### config.mk
export PLATFORM = sky130hd
export DESIGN_NAME = div_requester_flat
export DESIGN_NICKNAME = d
export VERILOG_FILES = /design/src/rtl/div_pkg.sv /design/src/rtl/div_requester_if.sv /design/src/rtl/res_fifo.sv /design/src/rtl/div_requester.sv /design/src/flat_wrapper.sv
export SDC_FILE = /design/constraint.sdc
export NUM_CORES = 1
export LEC_CHECK = 0
export ABC_AREA = 0
export BUFFER_PORTS_ARGS = -buffer_cell sky130_fd_sc_hd__buf_2
export CAP_MARGIN = 20
export CORE_MARGIN = 2
export CORE_UTILIZATION = 51
export CTS_BUF_LIST = sky130_fd_sc_hd__clkbuf_4
export DETAILED_ROUTE_END_ITERATION = 8
export PLACE_DENSITY = 0.77
export SYNTH_ARGS = -nofsm -noshare
export SYNTH_HDL_FRONTEND = slang
export SYNTH_SLANG_ARGS = --single-unit
### constraint.sdc
create_clock -name clk -period 2.8 [get_ports clk]
set_input_delay 0 -clock clk [delete_from_list [all_inputs] [get_ports clk]]
set_output_delay 0 -clock clk [all_outputs]
set_load 0.03 [all_outputs]
### src/rtl/div_pkg.sv
// Shared constants for the divider requester: result error codes, FSM encoding
// and the rule relating the ISSUE timeout to the divider's iteration count.
package div_pkg;

  localparam logic [1:0] ERR_OK      = 2'b00;
  localparam logic [1:0] ERR_DIV0    = 2'b01;
  localparam logic [1:0] ERR_TIMEOUT = 2'b10;

  localparam logic [1:0] ST_IDLE    = 2'd0;
  localparam logic [1:0] ST_ISSUE   = 2'd1;
  localparam logic [1:0] ST_CAPTURE = 2'd2;
  localparam logic [1:0] ST_RELEASE = 2'd3;

  // A healthy divider answers 4*WIDTH+2 cycles after enable; the timeout must exceed that.
  function automatic bit timeout_ok(input int width, input int timeout);
    return timeout > 4 * width + 2;
  endfunction

endpackage

### src/rtl/div_requester_if.sv
// Bundles the operand, divider and result channels of the requester.
// master = requester side, slave = environment (source, divider, sink).
interface div_requester_if #(
  parameter int WIDTH = 12
) ();

  logic             op_valid;
  logic             op_ready;
  logic [WIDTH-1:0] op_dividend;
  logic [WIDTH-1:0] op_divisor;

  logic             div_en;
  logic [WIDTH-1:0] div_dividend;
  logic [WIDTH-1:0] div_divisor;
  logic [WIDTH-1:0] div_res;
  logic             div_busy;
  logic             div_ready;
  logic             div_take;

  logic             res_valid;
  logic             res_ready;
  logic [WIDTH-1:0] res_quot;
  logic [1:0]       res_err;

  modport master (
    input  op_valid, op_dividend, op_divisor,
    input  div_res, div_busy, div_ready,
    input  res_ready,
    output op_ready,
    output div_en, div_dividend, div_divisor, div_take,
    output res_valid, res_quot, res_err
  );

  modport slave (
    output op_valid, op_dividend, op_divisor,
    output div_res, div_busy, div_ready,
    output res_ready,
    input  op_ready,
    input  div_en, div_dividend, div_divisor, div_take,
    input  res_valid, res_quot, res_err
  );

endinterface

### src/rtl/res_fifo.sv
// Two-entry first-word-fall-through FIFO; a push is written on the clock edge and
// is visible at the head the next cycle. Push with simultaneous pop is legal when full.
module res_fifo #(
  parameter int DW = 14
) (
  input  logic          clk,
  input  logic          rst,
  input  logic          push_i,
  input  logic [DW-1:0] push_dat_i,
  input  logic          pop_i,
  output logic          vld_o,
  output logic [DW-1:0] dat_o,
  output logic [1:0]    count_o
);

  logic [DW-1:0] mem0_q, mem1_q;
  logic          wr_q, rd_q;
  logic [1:0]    cnt_q;
  logic          do_push, do_pop;

  assign do_pop  = pop_i && (cnt_q != 2'd0);
  assign do_push = push_i && ((cnt_q != 2'd2) || do_pop);

  always_ff @(posedge clk) begin
    if (rst) begin
      mem0_q <= '0;
      mem1_q <= '0;
      wr_q   <= 1'b0;
      rd_q   <= 1'b0;
      cnt_q  <= 2'd0;
    end else begin
      if (do_push && !wr_q) mem0_q <= push_dat_i;
      if (do_push && wr_q)  mem1_q <= push_dat_i;
      if (do_push)          wr_q   <= ~wr_q;
      if (do_pop)           rd_q   <= ~rd_q;
      cnt_q <= cnt_q + {1'b0, do_push} - {1'b0, do_pop};
    end
  end

  assign dat_o   = rd_q ? mem1_q : mem0_q;
  assign vld_o   = (cnt_q != 2'd0);
  assign count_o = cnt_q;

endmodule

### src/rtl/div_requester.sv
// Issues one division at a time to an iterative divider and queues quotients with an error tag.
// op_ready only in IDLE with FIFO space, so result pushes never overflow.
module div_requester
  import div_pkg::*;
#(
  parameter int WIDTH   = 12,
  parameter int TIMEOUT = 64
) (
  input logic           clk,
  input logic           rst,
  div_requester_if.master bus
);

  // An undersized timeout is raised to the smallest value a healthy divider can meet.
  localparam int TO = timeout_ok(WIDTH, TIMEOUT) ? TIMEOUT : 4 * WIDTH + 3;
  localparam int CW = $clog2(TO + 1);

  logic [1:0]       state_q, state_d;
  logic [CW-1:0]    cnt_q, cnt_d;
  logic [WIDTH-1:0] dvd_q, dvd_d;
  logic [WIDTH-1:0] dvs_q, dvs_d;

  logic             op_ready_c;
  logic             accept;
  logic             push;
  logic [WIDTH+1:0] push_dat;
  logic [WIDTH+1:0] head_dat;
  logic [1:0]       fifo_count;

  assign op_ready_c = (state_q == ST_IDLE) && (fifo_count < 2'd2) && !rst;
  assign accept     = bus.op_valid && op_ready_c;

  always_comb begin
    state_d  = state_q;
    cnt_d    = cnt_q;
    dvd_d    = dvd_q;
    dvs_d    = dvs_q;
    push     = 1'b0;
    push_dat = '0;
    case (state_q)
      ST_IDLE: begin
        cnt_d = '0;
        if (accept) begin
          if (bus.op_divisor == '0) begin
            push     = 1'b1;
            push_dat = {{WIDTH{1'b0}}, ERR_DIV0};
          end else begin
            dvd_d   = bus.op_dividend;
            dvs_d   = bus.op_divisor;
            state_d = ST_ISSUE;
          end
        end
      end
      ST_ISSUE: begin
        cnt_d = cnt_q + 1'b1;
        // cnt_q == 0 is the guard cycle: div_ready may still belong to the previous job.
        if ((cnt_q != '0) && bus.div_ready) begin
          state_d = ST_CAPTURE;
        end else if (cnt_q == CW'(TO - 1)) begin
          state_d  = ST_RELEASE;
          push     = 1'b1;
          push_dat = {{WIDTH{1'b0}}, ERR_TIMEOUT};
        end
      end
      ST_CAPTURE: begin
        push     = 1'b1;
        push_dat = {bus.div_res, ERR_OK};
        state_d  = ST_RELEASE;
      end
      ST_RELEASE: state_d = ST_IDLE;
      default:    state_d = ST_IDLE;
    endcase
  end

  always_ff @(posedge clk) begin
    if (rst) begin
      state_q <= ST_IDLE;
      cnt_q   <= '0;
      dvd_q   <= '0;
      dvs_q   <= '0;
    end else begin
      state_q <= state_d;
      cnt_q   <= cnt_d;
      dvd_q   <= dvd_d;
      dvs_q   <= dvs_d;
    end
  end

  res_fifo #(.DW(WIDTH + 2)) u_res_fifo (
    .clk        (clk),
    .rst        (rst),
    .push_i     (push),
    .push_dat_i (push_dat),
    .pop_i      (bus.res_ready),
    .vld_o      (bus.res_valid),
    .dat_o      (head_dat),
    .count_o    (fifo_count)
  );

  assign bus.op_ready     = op_ready_c;
  assign bus.div_en       = (state_q == ST_ISSUE);
  assign bus.div_take     = (state_q == ST_CAPTURE);
  assign bus.div_dividend = dvd_q;
  assign bus.div_divisor  = dvs_q;
  assign bus.res_quot     = head_dat[WIDTH+1:2];
  assign bus.res_err      = head_dat[1:0];

endmodule

### src/flat_wrapper.sv
// flat-port wrapper written by rule: the top's interface ports become plain ports
module div_requester_flat import div_pkg::*;
#(
  parameter int WIDTH   = 12,
  parameter int TIMEOUT = 64
)
  (clk, rst, bus_op_valid, bus_op_dividend, bus_op_divisor, bus_div_res, bus_div_busy, bus_div_ready, bus_res_ready, bus_op_ready, bus_div_en, bus_div_dividend, bus_div_divisor, bus_div_take, bus_res_valid, bus_res_quot, bus_res_err);
  div_requester_if #(.WIDTH(WIDTH)) bus_i ();
  input logic clk;
  input logic rst;
  input wire logic [$bits(bus_i.op_valid)-1:0] bus_op_valid;
  input wire logic [$bits(bus_i.op_dividend)-1:0] bus_op_dividend;
  input wire logic [$bits(bus_i.op_divisor)-1:0] bus_op_divisor;
  input wire logic [$bits(bus_i.div_res)-1:0] bus_div_res;
  input wire logic [$bits(bus_i.div_busy)-1:0] bus_div_busy;
  input wire logic [$bits(bus_i.div_ready)-1:0] bus_div_ready;
  input wire logic [$bits(bus_i.res_ready)-1:0] bus_res_ready;
  output wire logic [$bits(bus_i.op_ready)-1:0] bus_op_ready;
  output wire logic [$bits(bus_i.div_en)-1:0] bus_div_en;
  output wire logic [$bits(bus_i.div_dividend)-1:0] bus_div_dividend;
  output wire logic [$bits(bus_i.div_divisor)-1:0] bus_div_divisor;
  output wire logic [$bits(bus_i.div_take)-1:0] bus_div_take;
  output wire logic [$bits(bus_i.res_valid)-1:0] bus_res_valid;
  output wire logic [$bits(bus_i.res_quot)-1:0] bus_res_quot;
  output wire logic [$bits(bus_i.res_err)-1:0] bus_res_err;
  assign bus_i.op_valid = bus_op_valid;
  assign bus_i.op_dividend = bus_op_dividend;
  assign bus_i.op_divisor = bus_op_divisor;
  assign bus_i.div_res = bus_div_res;
  assign bus_i.div_busy = bus_div_busy;
  assign bus_i.div_ready = bus_div_ready;
  assign bus_i.res_ready = bus_res_ready;
  assign bus_op_ready = bus_i.op_ready;
  assign bus_div_en = bus_i.div_en;
  assign bus_div_dividend = bus_i.div_dividend;
  assign bus_div_divisor = bus_i.div_divisor;
  assign bus_div_take = bus_i.div_take;
  assign bus_res_valid = bus_i.res_valid;
  assign bus_res_quot = bus_i.res_quot;
  assign bus_res_err = bus_i.res_err;
  div_requester #(.WIDTH(WIDTH), .TIMEOUT(TIMEOUT)) u_core (.clk(clk), .rst(rst), .bus(bus_i));
endmodule
==> summary.md, run 1 <==
The cell sitting at the root of the clock tree is a clkbuf_4. The highest metal layer carrying signal wires in the routed design is met4. Counting buffers and inverters, the worst setup path is 10 cells deep. Counting stages on the worst path, the most repeated cell is ha_1. STA classifies the critical path startpoint as a flip-flop.

Of the total power, the clock network draws 18.8%. Static timing analysis puts the maximum clock frequency at 420.9 MHz. The number of antenna violations at the first check in global routing is 0. The slew of the pin with the lowest slew margin was 855.4 ps; the number of top-level pins was 84. Cell-internal power: 1686 uW.

The run gives 4.124 mm as the detailed route wirelength on metal2. After detailed routing, the number of vias per cell comes to 5.567. Data on the critical path is required at its endpoint by 3090 ps. STA classifies the critical path endpoint as a flip-flop.

The final critical delay including setup and external delays was 2376 ps. The worst register-to-register path begins at u_core.cnt_q[0]. The number of standard cells after synthesis was 355; the worst clock skew was 13.99 ps. The H-tree was split into 3 levels.

The starting DRC count in detailed routing came out at 259. Max-cap check violation count: 0. Counting flops with an async set or reset pin after synthesis yields a share of 0%. Entering global routing, the biggest net connects 71 pins. After the last flow step, the layout net total stands at 515. The tools report the final-report max-slew violation count as 0. The net count of the mapped netlist is 405, and the sum of negative setup slack is 0 ps.

The length of routed wiring on met1 was 3.349 mm. The x dimension of the die is 83.65 um. For this run, the leading register cell type out of synthesis is dfxtp_1. The sum of buffers and inverters on the critical path works out to 1. The area of the die was 0.006997 mm2.

TritonCTS built the clock tree. The via count of the first global-routing pass was 2997; the depth of the worst register-to-register path was 10. TritonCTS created 9 clock buffers. Compared with the post-synthesis result, the final layout area differs by 27.73%. Once routing completed, OpenROAD measured the worst setup slack at 424.3 ps. The worst hold path was traced through 4 stages. The proportion of netlist area held by the largest area contributor works out to 40.22%.

The clock latency of the later-clocked register in the worst-skew pair is 410 ps. The count of buffers added on input and output ports is 82. Clock-pin slew was measured on the worst setup and hold paths at 110 ps. The worst register-to-register path ends at u_core.u_res_fifo.count_o[1]. In this run the deepest clock path goes through 2 buffers. The count of flip-flops with a built-in enable after synthesis came out at 0.

The repair_antennas step left the layout with diodes totalling 0. After clock tree synthesis, the repair step resized 0 gates. During synthesis, Yosys emitted a total of 0 warnings.

The first TritonRoute pass finished after 4 iterations. The run gives 65 as the sink count of the clock tree. The region available for standard cell placement spans 0.006241 mm2.

The fraction of power consumed by sequential logic was 41.7%. Measured on the finished design, the core utilization comes to 66.22%. The height of the die was 83.65 um. The worst hold-check path type was in -> reg. The logs give 420 ps for the setup slack of the most critical reg-to-reg path and 24.12% for the total routing usage reported by global routing. The total vias in the final route is 3045, and the residual overflow from global routing is 0.

The worst-case IR drop observed on VDD is 0.4217 mV. The synthesis-stage register bit count came out at 65. The detailed-route DRC error count came out at 0. Largest stage delay on the critical path: 400 ps. The run gives 0 as the count of endpoints failing hold in the final timing report.

The flow ran to the end, and the final reports show no timing, DRC or antenna violations. Summed over all nets, the switching power comes to 1137 uW. The cell area that synthesis handed to floorplanning was 0.003236 mm2. The slowest stage of the critical path belongs to the cell dfxtp_1. For the endpoint arrival time on the critical path, the log shows 2670 ps.

Kind of critical path: reg -> reg. Along the worst path, the maximum fanout reaches 6. The logs give 42.78% for the worst slew margin relative to its limit and 0 for the number of nets with antenna violations after routing. The mean routed wirelength per cell was 14.85 um; the total cell area at the placement stage was 0.003652 mm2. The first global-routing pass estimated 13.80 mm of wire. The tools report the count of standard-cell rows as 29.

The number of different library cells in the post-synthesis netlist was 46. Combinational cells account for 39.4% of the total power. Part of the Yosys area used for sequential elements: 40.22%. Before CTS, the worst setup slack after placement is 436.9 ps. The analysis attributes to cell leakage a power of 0.001664 uW. After routing the design area is 0.004133 mm2. Detailed placement finished with a half-perimeter wire length of 4.778 mm. The overall routed net length is 8.124 mm. The initial utilization of the core area, before any placement, comes to 51.84%. The post-route netlist has 27.66% of its cells at a drive strength greater than 1.

Summing internal, switching and leakage power gives 2823 uW. By area the synthesized netlist is led by dfxtp_1, mux2i_1, nand3_1. The switching fraction of total power was 40.26%; the setup-violating endpoint count in the final report was 0.

At the end of routability-driven placement, the weighted congestion stood at 0.7345. The routed design uses 491 um of met3 wire. The startpoint identified for the worst hold timing path is bus_res_ready. The tools report the sink of the worst hold path as u_core.u_res_fifo.rd_q. Setup repair after global routing left no endpoint under its margin. The average footprint of a synthesized cell is 9.114 um2. The largest total area in the synthesized netlist belongs to dfxtp_1. The final period utilization came out at 84.85%. The power per standard cell area came out at 683.1 mW/mm2. The signal on the critical path passes through ha_1 > and3_1 > a31oi_2 > a211o_1 > ha_1 > inv_1 > ha_1 > xor2_1 > xnor2_1 > nor2_1. Among cell families on the critical path, the largest total delay comes from adder cells.
==> power by group through the flow <==
stage          Combinational, uW  Clock, uW  Sequential [uW]
2_1_floorplan                784          0             1230
3_3_place_gp                1050          0             1180
3_5_place_dp                1070          0             1190
4_1_cts                     1110        543             1180
5_1_grt                     1210        583             1200
6_report                    1110        532             1180
==> metal layers <==
layer,global-route usage (%),vias up
met1,29.08,1422
li1,-,1497
met3,7.418,16
met5,0,-
met2,40.44,110
met4,8.944,0
==> cells in the final DEF, fill, tap and decap left out, drive strengths merged, types with 3 or more instances in the layout <==
cell type    netlist  layout
nand2             14      14
inv                7       7
mux2i             26      26
nor2              32      32
clkinv             0       4
ha                 8       8
nand4              4       4
buf               16      90
nand3             50      50
nor3b              3       3
dlygate4sd3        0      37
clkbuf            12      10
nor2b              5       5
nor3               6       6
nand2b            18      18
dfxtp             65      65
mux2              14      14
a31oi             28      28
nor4               3       3
a21oi              9       9
o21ai              7       7
nand3b             5       5
==> tightest hold or removal path: cells and delay by family <==
| kind | cells | cell delay (ps) |
|---|---|---|
| and+or+nand+nor | 2 | 240 |
| buffers and inverters | 1 | 110 |
| xor gates and xnor gates | 1 | 70 |
==> sequential cells by signal, summed over array words and instances, names as in the netlist <==
signal / cells
u_core.bus.div_dividend: 12
u_core.state_q: 2
u_core.u_res_fifo.mem0_q: 14
u_core.u_res_fifo.count_o: 2
u_core.u_res_fifo.rd_q: 1
u_core.u_res_fifo.wr_q: 1
u_core.u_res_fifo.mem1_q: 14
u_core.bus.div_divisor: 12
u_core.cnt_q: 7
==> worst max path at each step <==
stage | from | to | slack, ps
3_3_place_gp | u_core.cnt_q[0] | u_core.u_res_fifo.count_o[1] | 540
3_5_place_dp | u_core.cnt_q[0] | u_core.u_res_fifo.count_o[1] | 440
2_1_floorplan | u_core.state_q[1] | u_core.u_res_fifo.count_o[1] | 120
6_report | u_core.cnt_q[0] | u_core.u_res_fifo.count_o[1] | 420
5_1_grt | u_core.cnt_q[0] | u_core.u_res_fifo.count_o[1] | 230
4_1_cts | u_core.cnt_q[0] | u_core.u_res_fifo.count_o[1] | 420
==> Yosys cell counts, drive strengths merged (5+ instances only) <==
library cell and n:
nand2b 18, mux2 14, dfxtp 65, a21oi 9, o21ai 7, inv 7
nand3b 5, a31oi 28, nor2b 5, clkbuf 12, nor3 6, ha 8
nand3 50, nor2 32, nand2 14, mux2i 26, buf 16
==> stage by stage <==
step,hold WS [ps],std cells
floorplan,147.2,355
global placement,232.7,494
detailed placement,247.9,494
CTS,24.57,547
global route,71.65,547
finish,37.84,547
==> kinds of logic after synthesis <==
family                     after synthesis  synth area share (%)
AOI/OAI and AO/OA                       54                 10.98
xor gates and xnor gates                 3                0.8122
adders and majority gates                8                 3.094
buffers and inverters                   35                 5.645
DFF                                     65                 40.22
muxes                                   40                 12.92
and+or+nand+nor                        150                 26.33
==> cell type report <==
class | count | area (um2)
Clock inverter | 6 | 35.03
Fill cell | 499 | 2108
Multi-Input combinational cell | 255 | 1758
Inverter | 7 | 26.28
Clock buffer | 10 | 75.07
Timing Repair Buffer | 127 | 840.8
Sequential cell | 65 | 1301
Tap cell | 77 | 96.34
==> what timing repair did <==
action	4_1_cts	5_1_grt
endpoints found under the hold margin	50	0
hold buffers	37	0
buffers inserted	0	0
Power figures use the tool's default switching activity.
==> run 2, diff against run 1 <==
--- a/config.mk
+++ b/config.mk
@@ -5,14 +5,14 @@
 export SDC_FILE = /design/constraint.sdc
 export NUM_CORES = 1
 export LEC_CHECK = 0
-export ABC_AREA = 0
+export ABC_AREA = 1
 export BUFFER_PORTS_ARGS = -buffer_cell sky130_fd_sc_hd__buf_2
 export CAP_MARGIN = 20
 export CORE_MARGIN = 2
-export CORE_UTILIZATION = 51
+export CORE_UTILIZATION = 49
 export CTS_BUF_LIST = sky130_fd_sc_hd__clkbuf_4
 export DETAILED_ROUTE_END_ITERATION = 8
-export PLACE_DENSITY = 0.77
+export PLACE_DENSITY = 0.78
 export SYNTH_ARGS = -nofsm -noshare
 export SYNTH_HDL_FRONTEND = slang
 export SYNTH_SLANG_ARGS = --single-unit
==> constraint.sdc (replaced) <==
create_clock -name clk -period 1.9 [get_ports clk]
set_input_delay 0 -clock clk [delete_from_list [all_inputs] [get_ports clk]]
set_output_delay 0 -clock clk [all_outputs]
set_load 0.03 [all_outputs]
==> run 2 against run 1 <==
  * The run now ends with setup timing left
  * Hold slack better by 140 ps
  * Maximum frequency is 21% higher
  * Largest power group is now combinational cells
  * Final cell count grew 27%
  * Combinational power up 140%
  * Global-route usage increased by 1.5 points
  * Worst setup slack worse by 500 ps
  * Core utilization rose by 4.6 points
  * Sequential share of layout area fell by 2.1 points
  * Critical endpoint unchanged
==> summary.md, run 2 <==
The average footprint of a synthesized cell came out at 6.645 um2 (was 9.114 um2). The endpoint of the lowest-slack register-to-register path was u_core.u_res_fifo.count_o[1] (unchanged). The static leakage came out at 0.002243 uW (was 0.001664 uW). The tools report the number of nets with antenna violations after routing as 0 (unchanged).

The tools report the area of the die as 0.007071 mm2 (was 0.006997 mm2). The area growth from synthesis to layout works out to 41.40% (was 27.73%). The count of flip-flops with a built-in enable after synthesis was 0 (unchanged); the number of buffers between clock root and the deepest sink was 2 (unchanged).

The tools report the total routing usage reported by global routing as 25.60% (was 24.12%). Biggest regs: u_core.u_res_fifo.mem0_q x14, u_core.u_res_fifo.mem1_q x14 (unchanged). The height of the die was 84.09 um (was 83.65 um); the number of antenna violations at the first check in global routing was 0 (unchanged).

For the floorplan core area, the log shows 0.006277 mm2 (was 0.006241 mm2). The depth of the worst register-to-register path is 12 (was 10). For the number of optimization iterations in the first detailed-route pass, the log shows 5 (was 4). For the number of levels the H-tree was split into, the log shows 3 (unchanged).

The logs give 0 (unchanged) for the count of endpoints failing hold in the final timing report and -71.05 ps (was 424.3 ps) for the final critical-path setup slack. For the setup slack of the most critical reg-to-reg path, the log shows -70 ps (was 420 ps). The area of the multi-input gates was 0.001562 mm2 (was 0.001758 mm2).

The final reports fail on setup timing. The logs give 50.07% (was 51.84%) for the initial core utilization and 3319 (was 2997) for the via count of the first global-routing pass. The number of standard cells after synthesis was 473 (was 355). The switching fraction of total power is 44.64% (was 40.26%).

The proportion of netlist area held by the largest area contributor is 41.40% (was 40.22%). Final critical delay including setup and external delays: 1971 ps (was 2376 ps). The worst-case setup slack after placement was -78.51 ps (was 436.9 ps); the max-cap check violation count was 0 (unchanged). The mean routed wirelength per cell is 12.85 um (was 14.85 um), and the final-report max-slew violation count is 0 (unchanged).

The run finished, with violations left. Top post-synthesis cells by area: dfxtp_1, nor2_1, nand2_1 (was dfxtp_1, mux2i_1, nand3_1). The routability-driven placement congestion ratio was 0.8048 (was 0.7345). The tools report the sum of negative setup slack as -118.3 ps (was 0 ps). Count of nets after finishing: 665 (was 515).

The worst hold-check path type is in -> reg (unchanged). Overall routed net length: 8.946 mm (was 8.124 mm). Cell at the root of the clock tree: clkbuf_4 (unchanged). The fraction of registers with async set or reset after synthesis was 0% (unchanged). The slew of the pin with the lowest slew margin came out at 525.2 ps (was 855.4 ps). The final period utilization is 103.7% (was 84.85%). Startpoint type of the worst setup path: a flip-flop (unchanged). For the synthesized cell area, the log shows 0.003143 mm2 (was 0.003236 mm2). The maximum fanout encountered on the critical timing path was 3 (was 6); the worst slew margin relative to its limit was 64.98% (was 42.78%). TritonCTS built the clock tree.

The share of final-layout standard cells stronger than drive strength 1 was 26.33% (was 27.66%); the maximum ir drop on the vdd rail was 0.6970 mV (was 0.4217 mV). The logs give 57 (was 71) for the pin count of the biggest net entering global routing and 0 (unchanged) for the residual overflow from global routing. The total vias in the final route was 3470 (was 3045); the x dimension of the die was 84.09 um (was 83.65 um). The number of different library cells in the post-synthesis netlist was 29 (was 46). The logs give 33.3% (was 41.7%) for the fraction of power consumed by sequential logic and 2200 ps (was 3090 ps) for the required arrival time at the worst endpoint. The number of fillers in the final layout is 513 (was 499). The flip-flop cell with the highest count after synthesis is dfxtp_1 (unchanged). The logs give 507.3 MHz (was 420.9 MHz) for the maximum clock frequency and 29 (unchanged) for the count of standard-cell rows. The tools report the final HPWL from detailed placement as 5.082 mm (was 4.778 mm). For the portion of total power attributed to combinational logic, the log shows 50.2% (was 39.4%).

For the starting DRC count in detailed routing, the log shows 147 (was 259). The number of buffers added on ports is 82 (unchanged). The kind of critical path was reg -> reg (unchanged). The dominant cell type by area after synthesis is dfxtp_1 (unchanged). Setup repair after global routing could not meet its margin everywhere. For the clock share of power, the log shows 16.5% (was 18.8%). The capturing element type of the critical path is a flip-flop (unchanged). The tools report the sink of the worst hold path as u_core.u_res_fifo.wr_q (was u_core.u_res_fifo.rd_q). Clock latency of the later-clocked register in the worst-skew pair: 410 ps (about the same). The total clock buffers created by CTS is 9 (unchanged). The most frequent standard cell in the layout excluding fill and tap cells was nor2_1 (was buf_2).

The logs give 11.44 ps (was 13.99 ps) for the worst clock skew and 65 (unchanged) for the sink count of the clock tree. The tools report the number of top-level pins as 84 (unchanged). The global-route wire length before repair is 14.66 mm (was 13.80 mm), and the part of the Yosys area used for sequential elements is 41.40% (was 40.22%). The cell count of the worst hold path works out to 7 (was 4).

The detailed-route DRC error count was 0 (unchanged). The diode insertion count for antenna repair came out at 0 (unchanged). Endpoint arrival time on the critical path: 2270 ps (was 2670 ps). The most common cell in the synthesized netlist was nor2_1 (was dfxtp_1). The cell-internal power was 2982 uW (was 1686 uW); the switching power of the nets was 2405 uW (was 1137 uW). Setup-violating endpoint count in the final report: 2 (was 0). The startpoint of the tightest hold check path is bus_div_ready (was bus_res_ready). For the net count of the mapped netlist, the log shows 523 (was 405).

Top library cells by usage in the layout, fill and taps aside: nor2_1, nand2_1, buf_2, inv_1, dfxtp_1 (was buf_2, dfxtp_1, nand3_1, dlygate4sd3_1, nor2_1). Storage element area: 0.001306 mm2 (was 0.001301 mm2). The launching point of the worst reg2reg path was u_core.cnt_q[0] (unchanged).

The synthesis-stage register bit count is 65 (unchanged), and the number of warnings reported in the yosys synthesis log is 0 (unchanged). The routed via count divided by cell count was 4.986 (was 5.567). List of most frequent post-synthesis cells: nor2_1, nand2_1, inv_1 (was dfxtp_1, nand3_1, nor2_1). Clock-pin transition on the worst setup and hold timing paths: 100 ps (was 110 ps). The power per standard cell area is 1212 mW/mm2 (was 683.1 mW/mm2).
[run 2: power groups by stage]
stage | clock network [uW] | registers (uW) | logic (uW)
after floorplan | 0 | 1990 | 1700
after global placement | 0 | 1810 | 2420
after detailed placement | 0 | 1820 | 2480
after CTS | 903 | 1790 | 2610
after global routing | 966 | 1820 | 2990
final | 889 | 1790 | 2710
[run 2: metal layers]
layer  vias up  wire (um)  track usage (%)
met4         0        225            9.531
met5         -          0                0
met1      1568       3709            29.11
li1       1740          -                -
met3        31        519            6.133
met2       131       4491            46.03
[run 2: worst max-delay path, stage by stage (launching register included)]
cell     delay (ps)
dfxtp_2         370
ha_1            190
nand3_1         100
nor2_2          140
nand3_2         130
nand3_4         100
nand2_4          60
ha_4            260
inv_2            40
ha_4            150
xor2_2          140
o21ai_1         150
a21oi_1          60
[run 2: cell type report]
cell class	count	area share, %
clock buffers	10	1.689
clock inverters	5	1.070
inverters	74	6.278
multi-input cells	311	35.14
flip-flops and latches	65	29.39
well taps	77	2.168
repair buffers	154	24.27
[run 2: worst max path at each step]
stage | to | start | cells after the start | slack (ps)
3_3_place_gp | u_core.u_res_fifo.count_o[1] | u_core.cnt_q[1] | 15 | -2
4_1_cts | u_core.u_res_fifo.count_o[1] | u_core.cnt_q[0] | 15 | 8
6_report | u_core.u_res_fifo.count_o[1] | u_core.cnt_q[0] | 12 | -70
3_5_place_dp | u_core.u_res_fifo.count_o[1] | u_core.cnt_q[1] | 15 | -80
2_1_floorplan | u_core.u_res_fifo.count_o[1] | u_core.state_q[1] | 14 | -110
5_1_grt | u_core.u_res_fifo.count_o[1] | u_core.cnt_q[0] | 12 | -160
[run 2: logic make-up after synthesis]
kind of cell / synth area share (%)
simple gates: 32.68
buf+inv: 12.98
flops: 41.40
compound gates: 9.474
fa+ha+maj: 3.185
xor+xnor: 0.2787
[run 2: through the flow]
| stage | hold WS [ps] | util (%) | power [uW] | instances | area (um2) |
|---|---|---|---|---|---|
| finish | 176.7 | 70.80 | 5387 | 696 | 4444 |
| global route | 171.8 | 70.80 | 5780 | 696 | 4444 |
| CTS | 98.83 | 69.84 | 5295 | 693 | 4384 |
| detailed placement | 255.0 | 60.04 | 4300 | 629 | 3769 |
| global placement | 248.1 | 60.04 | 4224 | 629 | 3769 |
| floorplan | 166.7 | - | 3682 | 473 | 3218 |
[run 2: timing repair]
action,in CTS,in global routing
endpoints found under the setup margin,2,31
endpoints found under the hold margin,56,0
buffers inserted,11,2
hold buffers,38,0
gates cloned,0,1
pin swaps,7,6
gates resized for setup,9,8
==> run 3, diff against run 2 <==
==> constraint.sdc (replaced) <==
create_clock -name clk -period 1.9 [get_ports clk]
set_input_delay 0.38 -clock clk [delete_from_list [all_inputs] [get_ports clk]]
set_output_delay 0.38 -clock clk [all_outputs]
set_load 0.03 [all_outputs]
==> run 3 against run 2 <==
  * The flow still finishes with violations (setup timing)
  * First-iteration DRC count down 12%
  * Register-to-register slack about the same
  * Clock power down 15%
  * Critical path depth up 3
  * Sequential cell count unchanged
  * Largest cell class unchanged
  * Sequential power about the same
  * Sequential share of layout area up 3.2 points
  * Routed wire length down 16%
  * Via count down 8.3%
==> summary.md, run 3 (synthesized netlist as in run 2, its figures left out) <==
The global-route wire length before repair is 12.77 mm (was 14.66 mm). The area growth from synthesis to layout is 27.67% (was 41.40%). The count of endpoints failing hold in the final timing report is 0 (unchanged), and the worst clock skew is 13.05 ps (was 11.44 ps). The run gives 34.2% (was 33.3%) as the fraction of power consumed by sequential logic.

The overall routed net length is 7.533 mm (was 8.946 mm). The number of optimization iterations in the first detailed-route pass is 6 (was 5). The slew of the pin with the lowest slew margin is 518.9 ps (was 525.2 ps). TritonCTS built the clock tree. Routed via count divided by cell count: 4.860 (was 4.986). The tools report the maximum ir drop on the vdd rail as 0.8532 mV (was 0.6970 mV).

The tools report the origin of the worst setup path as u_core.cnt_q[1] (was u_core.cnt_q[0]). The run gives 0 (unchanged) as the max-cap check violation count. The tools report the maximum clock frequency as 508.5 MHz (was 507.3 MHz).

The sum of negative setup slack was -66.67 ps (was -118.3 ps); the maximum fanout encountered on the critical timing path was 3 (unchanged). The run finished, with violations left. Biggest regs: u_core.u_res_fifo.mem0_q x14, u_core.u_res_fifo.mem1_q x14 (unchanged). Routability-driven placement congestion ratio: 0.7904 (was 0.8048). The clock-pin transition on the worst setup and hold timing paths is 110 ps (was 100 ps). The final standard cell area without fillers is 0.004013 mm2 (was 0.004444 mm2).

The final period utilization is 103.5% (was 103.7%). The switching fraction of total power was 45.35% (was 44.64%). The logs give 29 (unchanged) for the count of standard-cell rows and 50.07% (unchanged) for the initial core utilization. Number of levels the H-tree was split into: 3 (unchanged).

The final HPWL from detailed placement is 5.197 mm (was 5.082 mm), and the sink count of the clock tree is 65 (unchanged). The setup-violating endpoint count in the final report is 1 (was 2), and the clock latency of the later-clocked register in the worst-skew pair is 390 ps (was 410 ps). The tools report the number of antenna violations at the first check in global routing as 0 (unchanged).

The capturing element type of the critical path was a flip-flop (unchanged). For the diode insertion count for antenna repair, the log shows 0 (unchanged). The detailed-route DRC error count was 0 (unchanged). The kind of critical path is reg -> reg (unchanged).

The tools report the startpoint of the tightest hold check path as bus_op_dividend[5] (was bus_div_ready). The most frequent standard cell in the layout excluding fill and tap cells was nor2_1 (unchanged). The endpoint arrival time on the critical path is 2260 ps (was 2270 ps). Launching point of the worst reg2reg path: u_core.cnt_q[1] (was u_core.cnt_q[0]). The run gives 623 (was 665) as the count of nets after finishing. The portion of total power attributed to combinational logic was 51.1% (was 50.2%); the number of buffers between clock root and the deepest sink was 2 (unchanged).

The number of buffers added on ports was 82 (unchanged); the residual overflow from global routing was 0 (unchanged). The logs give 0.002054 uW (was 0.002243 uW) for the static leakage and 3183 (was 3470) for the total vias in the final route. For the post-route total power, the log shows 5184 uW (was 5387 uW). The power per standard cell area is 1292 mW/mm2 (was 1212 mW/mm2).

The run gives 14.6% (was 16.5%) as the clock share of power. The total clock buffers created by CTS was 9 (unchanged); the total cell area at the placement stage was 0.003794 mm2 (was 0.003769 mm2). The mean routed wirelength per cell works out to 11.50 um (was 12.85 um).

The worst hold-check path type is in -> reg (unchanged). The tools report the number of top-level pins as 84 (unchanged). The x dimension of the die was 84.09 um (unchanged); the height of the die was 84.09 um (unchanged). The logs give 0.006277 mm2 (unchanged) for the floorplan core area and 3128 (was 3319) for the via count of the first global-routing pass.

Top library cells by usage in the layout, fill and taps aside: nor2_1, nand2_1, buf_2, inv_1, dfxtp_1 (unchanged). The starting DRC count in detailed routing was 130 (was 147); the final critical delay including setup and external delays was 1967 ps (was 1971 ps). The tools report the switching power of the nets as 2351 uW (was 2405 uW). The area of the die was 0.007071 mm2 (unchanged). The share of final-layout standard cells stronger than drive strength 1 is 28.03% (was 26.33%). Violated checks: setup timing (unchanged). The tools report the final-report max-slew violation count as 0 (unchanged). The pin count of the biggest net entering global routing was 57 (unchanged). The tools report the cell at the root of the clock tree as clkbuf_4 (unchanged). Setup repair after global routing could not meet its margin everywhere. The startpoint type of the worst setup path is a flip-flop (unchanged). The total routing usage reported by global routing is 22.05% (was 25.60%), and the worst slew margin relative to its limit is 65.41% (was 64.98%). The logs give 2190 ps (was 2200 ps) for the required arrival time at the worst endpoint and -66.67 ps (was -71.05 ps) for the final critical-path setup slack.

Number of nets with antenna violations after routing: 0 (unchanged). For the cell-internal power, the log shows 2833 uW (was 2982 uW). For the number of fillers in the final layout, the log shows 597 (was 513).
run 3: path summary, 6_finish.rpt:
check	endpoint	slack, ps	depth (start not counted)
setup reg to reg	u_core.u_res_fifo.count_o[1]	-70	15
hold reg to reg	u_core.bus.div_dividend[0]	480	2
setup / recovery	u_core.u_res_fifo.count_o[1]	-70	15
hold / removal	u_core.bus.div_dividend[5]	230	3
run 3: routing by layer:
layer	GRT usage (%)	routed length (um)	vias up
li1	-	-	1660
met1	25.49	3342	1390
met2	37.45	3566	105
met3	5.341	412	28
met4	11.58	212	0
met5	0	0	-
run 3: layout make-up:
| type | count | area [um2] | share of cell area (%) |
|---|---|---|---|
| multi-input cells | 311 | 1578 | 39.32 |
| flip-flops and latches | 65 | 1306 | 32.55 |
| repair buffers | 112 | 648.1 | 16.15 |
| inverters | 74 | 279.0 | 6.954 |
| well taps | 77 | 96.34 | 2.401 |
| clock buffers | 11 | 82.58 | 2.058 |
| clock inverters | 5 | 22.52 | 0.5613 |
run 3: repair_timing:
action                                  4_1_cts  5_1_grt
endpoints found under the setup margin        2       32
buffers inserted                              4        0
gates resized for setup                       6       14
hold buffers                                  0        0
gates cloned                                  0        1
pin swaps                                     5        8
run 3: power groups by stage:
stage | registers (uW) | clock network (uW) | logic, uW
floorplan | 1990 | 0 | 1700
global placement | 1780 | 0 | 2460
detailed placement | 1800 | 0 | 2540
CTS | 1770 | 781 | 2580
global route | 1810 | 854 | 2970
finish | 1770 | 759 | 2650
run 3: worst max-delay path: stages (launching register included):
cell and delay, ps:
dfxtp_2 360, inv_2 80, ha_4 130, inv_2 30
nor2_2 80, nand3_1 90, nand2_2 80, nand3_2 100
nand3_4 90, nand2_4 60, ha_4 260, inv_2 40
ha_4 150, xor2_2 140, o21ai_1 140, a21oi_1 50
run 3: through the flow:
step	hold slack, ps	utilization (%)	setup slack, ps	cells
final	234.5	63.92	-66.67	655
after global placement	457.4	60.43	-56.04	634
after floorplan	442.1	-	-108.1	473
after detailed placement	466.2	60.43	-118.9	634
after CTS	212.4	62.95	-2.370	654
after global routing	210.6	63.92	-236.0	655
